<file path="src/rtl/ext_queue.sv">
// ext_queue: immediate-extension unit feeding a DEPTH-entry result queue.
// Extension happens on the way in; the queue absorbs downstream stalls.
// Optional feature macro: EXT_BYPASS_EN. When it is defined, an empty queue
// forwards the extended input straight to the output in the same cycle.
// Handshake contract (both sides): a transfer happens on a rising edge where
// valid and ready are both 1. A producer holds its payload stable while
// valid=1 and ready=0. in_ready is derived only from registered state.
module ext_queue #(
  parameter int IN_W  = 16,
  parameter int OUT_W = 32,
  parameter int DEPTH = 4,
  parameter int OP_W  = 3
) (
  input  logic             clk,
  input  logic             reset,
  input  logic             in_valid,
  output logic             in_ready,
  input  logic [IN_W-1:0]  in_imm,
  input  logic [OP_W-1:0]  in_op,
  output logic             out_valid,
  input  logic             out_ready,
  output logic [OUT_W-1:0] out_data,
  output logic             out_ill,
  output logic [7:0]       ill_cnt
);

  localparam int PTR_W = $clog2(DEPTH);
  localparam int CNT_W = PTR_W + 1;
  localparam int PAD_W = OUT_W - IN_W;

  localparam logic [OP_W-1:0] OP_ZERO   = OP_W'(0);
  localparam logic [OP_W-1:0] OP_SIGN   = OP_W'(1);
  localparam logic [OP_W-1:0] OP_UPPER  = OP_W'(2);
  localparam logic [OP_W-1:0] OP_BRANCH = OP_W'(3);

  // Storage and registered state
  logic [OUT_W-1:0] mem_q [DEPTH];
  logic             ill_mem_q [DEPTH];
  logic [PTR_W-1:0] wr_ptr_q, wr_ptr_d;
  logic [PTR_W-1:0] rd_ptr_q, rd_ptr_d;
  logic [CNT_W-1:0] count_q, count_d;
  logic [7:0]       ill_cnt_q, ill_cnt_d;

  logic [OUT_W-1:0] ext_data;
  logic             ext_ill;
  logic [OUT_W-1:0] sext;
  logic             full, empty;
  logic             bypass;
  logic             push, pop;

  // Extend the incoming immediate according to the op code
  always_comb begin
    sext     = {{PAD_W{in_imm[IN_W-1]}}, in_imm};
    ext_data = '0;
    ext_ill  = 1'b0;
    case (in_op)
      OP_ZERO:   ext_data = {{PAD_W{1'b0}}, in_imm};
      OP_SIGN:   ext_data = sext;
      OP_UPPER:  ext_data = {in_imm, {PAD_W{1'b0}}};
      OP_BRANCH: ext_data = sext << 2;
      default:   ext_ill  = 1'b1;
    endcase
  end

  // Handshake decode, output mux and next-state computation
  always_comb begin
    full  = (count_q == CNT_W'(DEPTH));
    empty = (count_q == '0);
`ifdef EXT_BYPASS_EN
    bypass = empty & in_valid & out_ready;
`else
    bypass = 1'b0;
`endif
    in_ready  = !full;
    // A bypassed transfer is consumed directly and never enters the queue.
    push      = in_valid & in_ready & !bypass;
    pop       = !empty & out_ready;
    out_valid = !empty | bypass;

    out_data = '0;
    out_ill  = 1'b0;
    if (bypass) begin
      out_data = ext_data;
      out_ill  = ext_ill;
    end else if (!empty) begin
      out_data = mem_q[rd_ptr_q];
      out_ill  = ill_mem_q[rd_ptr_q];
    end

    wr_ptr_d = push ? wr_ptr_q + PTR_W'(1) : wr_ptr_q;
    rd_ptr_d = pop  ? rd_ptr_q + PTR_W'(1) : rd_ptr_q;
    count_d  = count_q;
    case ({push, pop})
      2'b10:   count_d = count_q + CNT_W'(1);
      2'b01:   count_d = count_q - CNT_W'(1);
      default: count_d = count_q;
    endcase

    ill_cnt_d = ill_cnt_q;
    if ((push | bypass) & ext_ill & (ill_cnt_q != 8'hFF))
      ill_cnt_d = ill_cnt_q + 8'd1;
  end

  assign ill_cnt = ill_cnt_q;

  // Queue storage write; contents need no reset since count gates visibility
  always_ff @(posedge clk) begin
    if (!reset && push) begin
      mem_q[wr_ptr_q]     <= ext_data;
      ill_mem_q[wr_ptr_q] <= ext_ill;
    end
  end

  // Pointer, occupancy and error-counter registers
  always_ff @(posedge clk) begin
    if (reset) begin
      wr_ptr_q  <= '0;
      rd_ptr_q  <= '0;
      count_q   <= '0;
      ill_cnt_q <= '0;
    end else begin
      wr_ptr_q  <= wr_ptr_d;
      rd_ptr_q  <= rd_ptr_d;
      count_q   <= count_d;
      ill_cnt_q <= ill_cnt_d;
    end
  end

endmodule

</file>
<file path="config.mk">
export PLATFORM = sky130hd
export DESIGN_NAME = ext_queue
export DESIGN_NICKNAME = d
export VERILOG_FILES = /design/src/rtl/ext_queue.sv
export SDC_FILE = /design/constraint.sdc
export NUM_CORES = 1
export LEC_CHECK = 0
export BUFFER_PORTS_ARGS = -buffer_cell sky130_fd_sc_hd__buf_4
export CAP_MARGIN = 20
export CORE_MARGIN = 2
export CORE_UTILIZATION = 61
export CTS_CLUSTER_SIZE = 30
export DETAILED_ROUTE_END_ITERATION = 12
export PLACE_DENSITY_LB_ADDON = 0.15
export SYNTH_ARGS = -nofsm -noshare
export SYNTH_HDL_FRONTEND = slang
export SYNTH_SLANG_ARGS = --single-unit
</file>
<file path="constraint.sdc">
create_clock -name clk -period 6.31 [get_ports clk]
set_input_delay 1.262 -clock clk [delete_from_list [all_inputs] [get_ports clk]]
set_output_delay 1.262 -clock clk [all_outputs]
set_load 0.05 [all_outputs]
</file>
## Yosys cells after proc, flatten, opt, wreduce, memory -nomap -nowiden

Memory sizes are Yosys's and may differ from the RTL's. A register that Yosys moved wholly into a read port is not among the register bits.
Cells that the tools add are included.

| word-level totals | value |
|---|---|
| bits in registers | 15 |
| latch bits | 0 |
| RAM bits | 132 |
| memory bits (read-only) | 0 |
| input port bits | 23 |
| logic and storage cells | 41 |
| memories | 2 |

| operators by class | value |
|---|---|
| add/sub/neg operators | 5 |
| $mul | 0 |
| div/mod/pow operators | 0 |
| $lt $le $gt $ge | 0 |
| equal/unequal tests | 7 |
| shift-type cells | 0 |
| mux-type cells | 11 |
| bitwise logic cells | 4 |
| reductions and logical operators | 8 |

Memory list:

| memory | depth | width | rd ports | clocked after memory_dff | wr ports | RTL line | RTL |
|---|---|---|---|---|---|---|---|
| mem_q | 4 | 32 | 1 | 1 | 1 | 37 | `logic [OUT_W-1:0] mem_q [DEPTH];` |
| ill_mem_q | 4 | 1 | 1 | 1 | 1 | 38 | `logic ill_mem_q [DEPTH];` |

Operators with widths:

| cell | count |
|---|---|
| one-hot mux 32 bit (4 select lines) | 1 |
| two-way mux 32 bit | 1 |
| adder 8 x 1 -> 8 bit, second input constant | 1 |
| two-way mux 2 bit | 4 |
| inequality test 8 bit, second input constant | 1 |
| equality test 3 x 2 -> 1 bit, second input constant | 2 |
| zero test 3 bit | 2 |
| one-hot mux 3 bit (2 select lines) | 1 |
| adder 2 x 1 -> 2 bit, second input constant | 2 |
| bitwise AND 1 bit | 4 |
| two-way mux 1 bit | 4 |
| OR reduction 4 bit | 1 |
| adder 3 x 1 -> 3 bit, second input constant | 1 |
| equality test 3 x 1 -> 1 bit, second input constant | 1 |
| equality test 3 bit, second input constant | 1 |
| zero test 1 bit | 3 |
| subtractor 3 x 1 -> 3 bit, second input constant | 1 |
| equality test 2 x 1 -> 1 bit, second input constant | 1 |
| equality test 2 bit, second input constant | 1 |
| nonzero test 2 bit | 1 |
| logical AND 1 bit | 1 |

## Depth between registers and ports, before layout

| depth | value |
|---|---|
| depth in word-level cells | 6 |
| depth in mapped cells | 9 |
| mapped depth without buffers | 9 |

## Worst setup path before layout

No wires, ideal clock.

| timing | value |
|---|---|
| path type | register to output |
| start point | reg count_q[0] |
| end point | out out_data[22] |
| arrival | 1.820 ns |
| path slack | 3.228 ns |
| stages on the path, launching flop included | 5 |
| buffers on the path | 2 |
| cells stage by stage | dfxtp_1 or3_1 clkbuf_1 clkbuf_1 and2_1 |

| between the ends | value |
|---|---|
| longest elaborated chain between the ends | 2 |

RTL lines:

| item | RTL line | RTL |
|---|---|---|
| from (decl) | 41 | `logic [CNT_W-1:0] count_q, count_d;` |
| from (signal assigned) | 124 | `count_q <= count_d;` |
| zero test 3 bit | 68 | `empty = (count_q == '0);` |
| two-way mux 32 bit | 85 | `end else if (!empty) begin` |
| to (decl) | 22 | `output logic [OUT_W-1:0] out_data,` |

No other way between the ends.

==> run_results.csv <==
group,metric,value,unit
outcome,status,"finished, final reports clean",
min_path,min-delay-path-class,"flip-flop to flip-flop",
power,swShare,34.2,%
floorplanning,core,9860,um^2
clocking,cts_buffers,17,
setup_path,cp-start-kind,"flip-flop",
drt,wl,12.0,mm
synth,synth_area,6250,um^2
timing,max_slew.worst_pin.slew,0.753,ns
clocking,post_cts_resized,0,
power,p_switching,1.21,mW
synth,avgSynthCellArea,16.3,um^2
timing,fin_worst_skew,0.00558,ns
synth,yosys_warnings,0,
clocking,ctsHoldBuffers,0,
grt,grt_overflow,0,
floorplanning,die_x,105,um
layout,fill_cells,589,
setup_path,crit_buf_inv,2,
clocking,clockBufferDepth,2,
power,internal_power,2.32,mW
timing,fmax,276,MHz
layout,drive_above_1_share,30.1,%
synth,synth_simple_gate_area_share,10.1,%
layout,mostFrequentLayoutCells,"edfxtp_1, buf_4, and2_1",
setup_path,crit_fanout,33,
clocking,clk_latency,0.52,ns
setup_path,cp.arrival,2.36,ns
timing,finalSetupViolations,0,
setup_path,crit_path_frequent_cell,"buf_4",
layout,multi_input_area,1820,um^2
setup_path,cpMaxStageDelayCell,"mux4_2",
layout,final_util,76.4,%
drt,drtAntennaViolNets,0,
layout,seqCellArea,4310,um^2
grt,grt_pass1_wl,18.9,mm
power,power_frac_clock,31.6,%
clocking,cts_setup_buffers,0,
floorplanning,start_util,63.3,%
placed_design,gp_congestion,0.767,
drt,drtIter0Drc,305,
synth,synthMuxAreaShare,12.2,%
placed_design,port_buffers,65,
drt,drc,0,
power,combPwrFrac,35.0,%
synth,synth-seq-cells,149,
layout,syn2layout_area_growth,20.5,%
grt,grt_pass1_vias,3593,
clocking,cts_sinks,149,
grt,antenna_found_initial,0,
timing,fin_crit_sh,57.4,%
timing,tns,0,ns
setup_path,cp_top_family,"buffers and inverters",
power,powerDensity,467,nW/um^2
synth,synth-xor-area-share,1.12,%
synth,synth_cell_types,36,
grt,grt_start_max_net_pins,37,
setup_path,reg2reg_depth,9,
power,leakagePower,2.74,nW
placed_design,dp_hpwl,7.30,mm
timing,rsz0062_at_grt,"false",
synth,synth_compound_area_share,4.08,%
timing,hold_violations,0,
setup_path,cpPeakStageDelay,0.61,ns
drt,via_count,3494,
setup_path,cp_num_cells,4,
setup_path,required,5.05,ns
timing,maxSlewViolCount,0,
grt,grtUsageTotal,23.2,%
drt,via_per_inst,5.84,
floorplanning,io_pins,66,
synth,synth_top_family_by_area,"multiplexers",
setup_path,cp_cell_sequence,"buf_4 -> mux4_2 -> and2_1 -> buf_4",
clocking,clk_pin_slew,0.06,ns
layout,final_nets,482,
synth,yosysSeqAreaShare,68.9,%
power,ir_drop,0.352,mV
drt,first_pass_iters,4,
floorplanning,die_h,105,um
layout,final_common_cell,"edfxtp_1",
timing,period_needed,3.62,ns
clocking,h-tree-depth,4,
power,seq_power_share,33.4,%
floorplanning,rows,36,
drt,avgRoutedWirePerCell,20.1,um
floorplanning,die_area,11100,um^2
synth,synth_fp_nets,414,
setup_path,critPathCaptureType,"primary output",
synth,netlist_instances,384,
timing,max-slew-margin-rel,49.8,%
synth,synth_adder_area_share,1.52,%
layout,diodes,0,
min_path,hold_depth,2,
flow_run,maxCapViolations,0,
setup_path,critPathKind,"flip-flop to primary output",
clocking,cts_tree,"built",
clocking,cts-root-buf,"clkbuf_8",
cell usage after synthesis:
| library cell | number | area share [%] |
|---|---|---|
| nor2b_1 | 14 | 1.4 |
| edfxtp_1 | 132 | 63 |
| or3_2 | 1 | 0.12 |
| or3_1 | 3 | 0.30 |
| nand2_1 | 6 | 0.36 |
| buf_2 | 3 | 0.24 |
| dfxtp_1 | 17 | 5.4 |
| o21ai_0 | 3 | 0.24 |
| and4_1 | 1 | 0.14 |
| nor3b_1 | 4 | 0.48 |
| xnor2_1 | 4 | 0.56 |
| mux2i_1 | 1 | 0.16 |
| a21oi_1 | 22 | 1.8 |
| inv_1 | 7 | 0.42 |
| and2_0 | 1 | 0.10 |
| nor2_1 | 30 | 1.8 |
| buf_6 | 1 | 0.18 |
| and2_1 | 38 | 3.8 |
| mux4_2 | 33 | 12 |
| a21o_1 | 14 | 1.7 |
| nand3_1 | 6 | 0.48 |
| fa_1 | 1 | 0.32 |
| nor3b_4 | 1 | 0.30 |
| mux2_2 | 1 | 0.18 |
| ha_1 | 6 | 1.2 |
| and3b_1 | 1 | 0.14 |
| o41ai_1 | 1 | 0.14 |
| or4b_1 | 1 | 0.16 |
| o31ai_1 | 1 | 0.12 |
| xor2_1 | 4 | 0.56 |
| a211o_1 | 1 | 0.14 |
| or4_1 | 1 | 0.12 |
| and3_1 | 1 | 0.10 |
| clkbuf_1 | 20 | 1.2 |
| nand4_1 | 1 | 0.10 |
| nor4_1 | 2 | 0.20 |
state kept, by name, indices dropped and copies added, names as in the netlist, named ones only:
signal,cells
count_q,3
ill_cnt,8
ill_mem_q,4
mem_q,128
rd_ptr_q,2
wr_ptr_q,2
stage by stage:
step / instance area [um^2] / hold WS, ns / setup WS (ns) / instances / power, mW
final: 7530 / 0.510 / 2.69 / 598 / 3.52
after global routing: 7530 / 0.538 / 2.54 / 598 / 3.65
after CTS: 7520 / 0.507 / 2.61 / 597 / 3.53
after detailed placement: 6860 / 0.494 / 3.18 / 565 / 2.41
after global placement: 6860 / 0.476 / 3.18 / 565 / 2.39
after floorplan: 6250 / 0.467 / 3.23 / 384 / 2.09
per-layer routing:
| metal | track usage [%] | vias to the layer above | part of all wire (%) |
|---|---|---|---|
| li1 | - | 1590 | - |
| met1 | 28.9 | 1768 | 40 |
| met2 | 39.5 | 123 | 53 |
| met3 | 6.25 | 13 | 5.6 |
| met4 | 8.00 | 0 | 1.1 |
| met5 | 0 | - | 0 |
logic make-up (layout without fill, tap and decap cells):
| logic type | after synthesis | in the layout |
|---|---|---|
| AOI/OAI and AO/OA | 42 | 42 |
| xor gates and xnor gates | 8 | 8 |
| adders and majority gates | 7 | 7 |
| buffers and inverters | 31 | 112 |
| DFF | 149 | 149 |
| muxes | 35 | 35 |
| and+or+nand+nor | 112 | 112 |
cell type report:
cell class / count / area share [%]
clock buffer: 20 / 5.78
sequential: 149 / 57.2
inverter: 7 / 0.349
clock inverter: 12 / 3.01
timing repair buffer: 73 / 7.38
multi-input combinational: 204 / 24.1
tap: 133 / 2.21
power groups by stage:
stage / Clock [mW] / Combinational (mW) / Sequential (mW)
6_report: 1.11 / 1.23 / 1.18
5_1_grt: 1.16 / 1.31 / 1.18
4_1_cts: 1.13 / 1.23 / 1.18
3_5_place_dp: 0 / 1.22 / 1.19
3_3_place_gp: 0 / 1.20 / 1.19
2_1_floorplan: 0 / 0.902 / 1.19
worst min-delay path: cells and delay by family (launching register included):
kind / cells / cell delay (ns)
AOI/OAI and AO/OA: 1 / 0.05
DFF: 1 / 0.34
and+or+nand+nor: 1 / 0.07
worst paths after layout:
kind | from | end | slack (ns)
worst min register to register | wr_ptr_q[1] | wr_ptr_q[1] | 0.51
worst max-delay path | flip-flop | out_ill | 2.69
worst max register to register | count_q[0] | count_q[2] | 3.53
worst min-delay path | wr_ptr_q[1] | wr_ptr_q[1] | 0.51
Note: power is estimated with default switching activity, not from simulation.
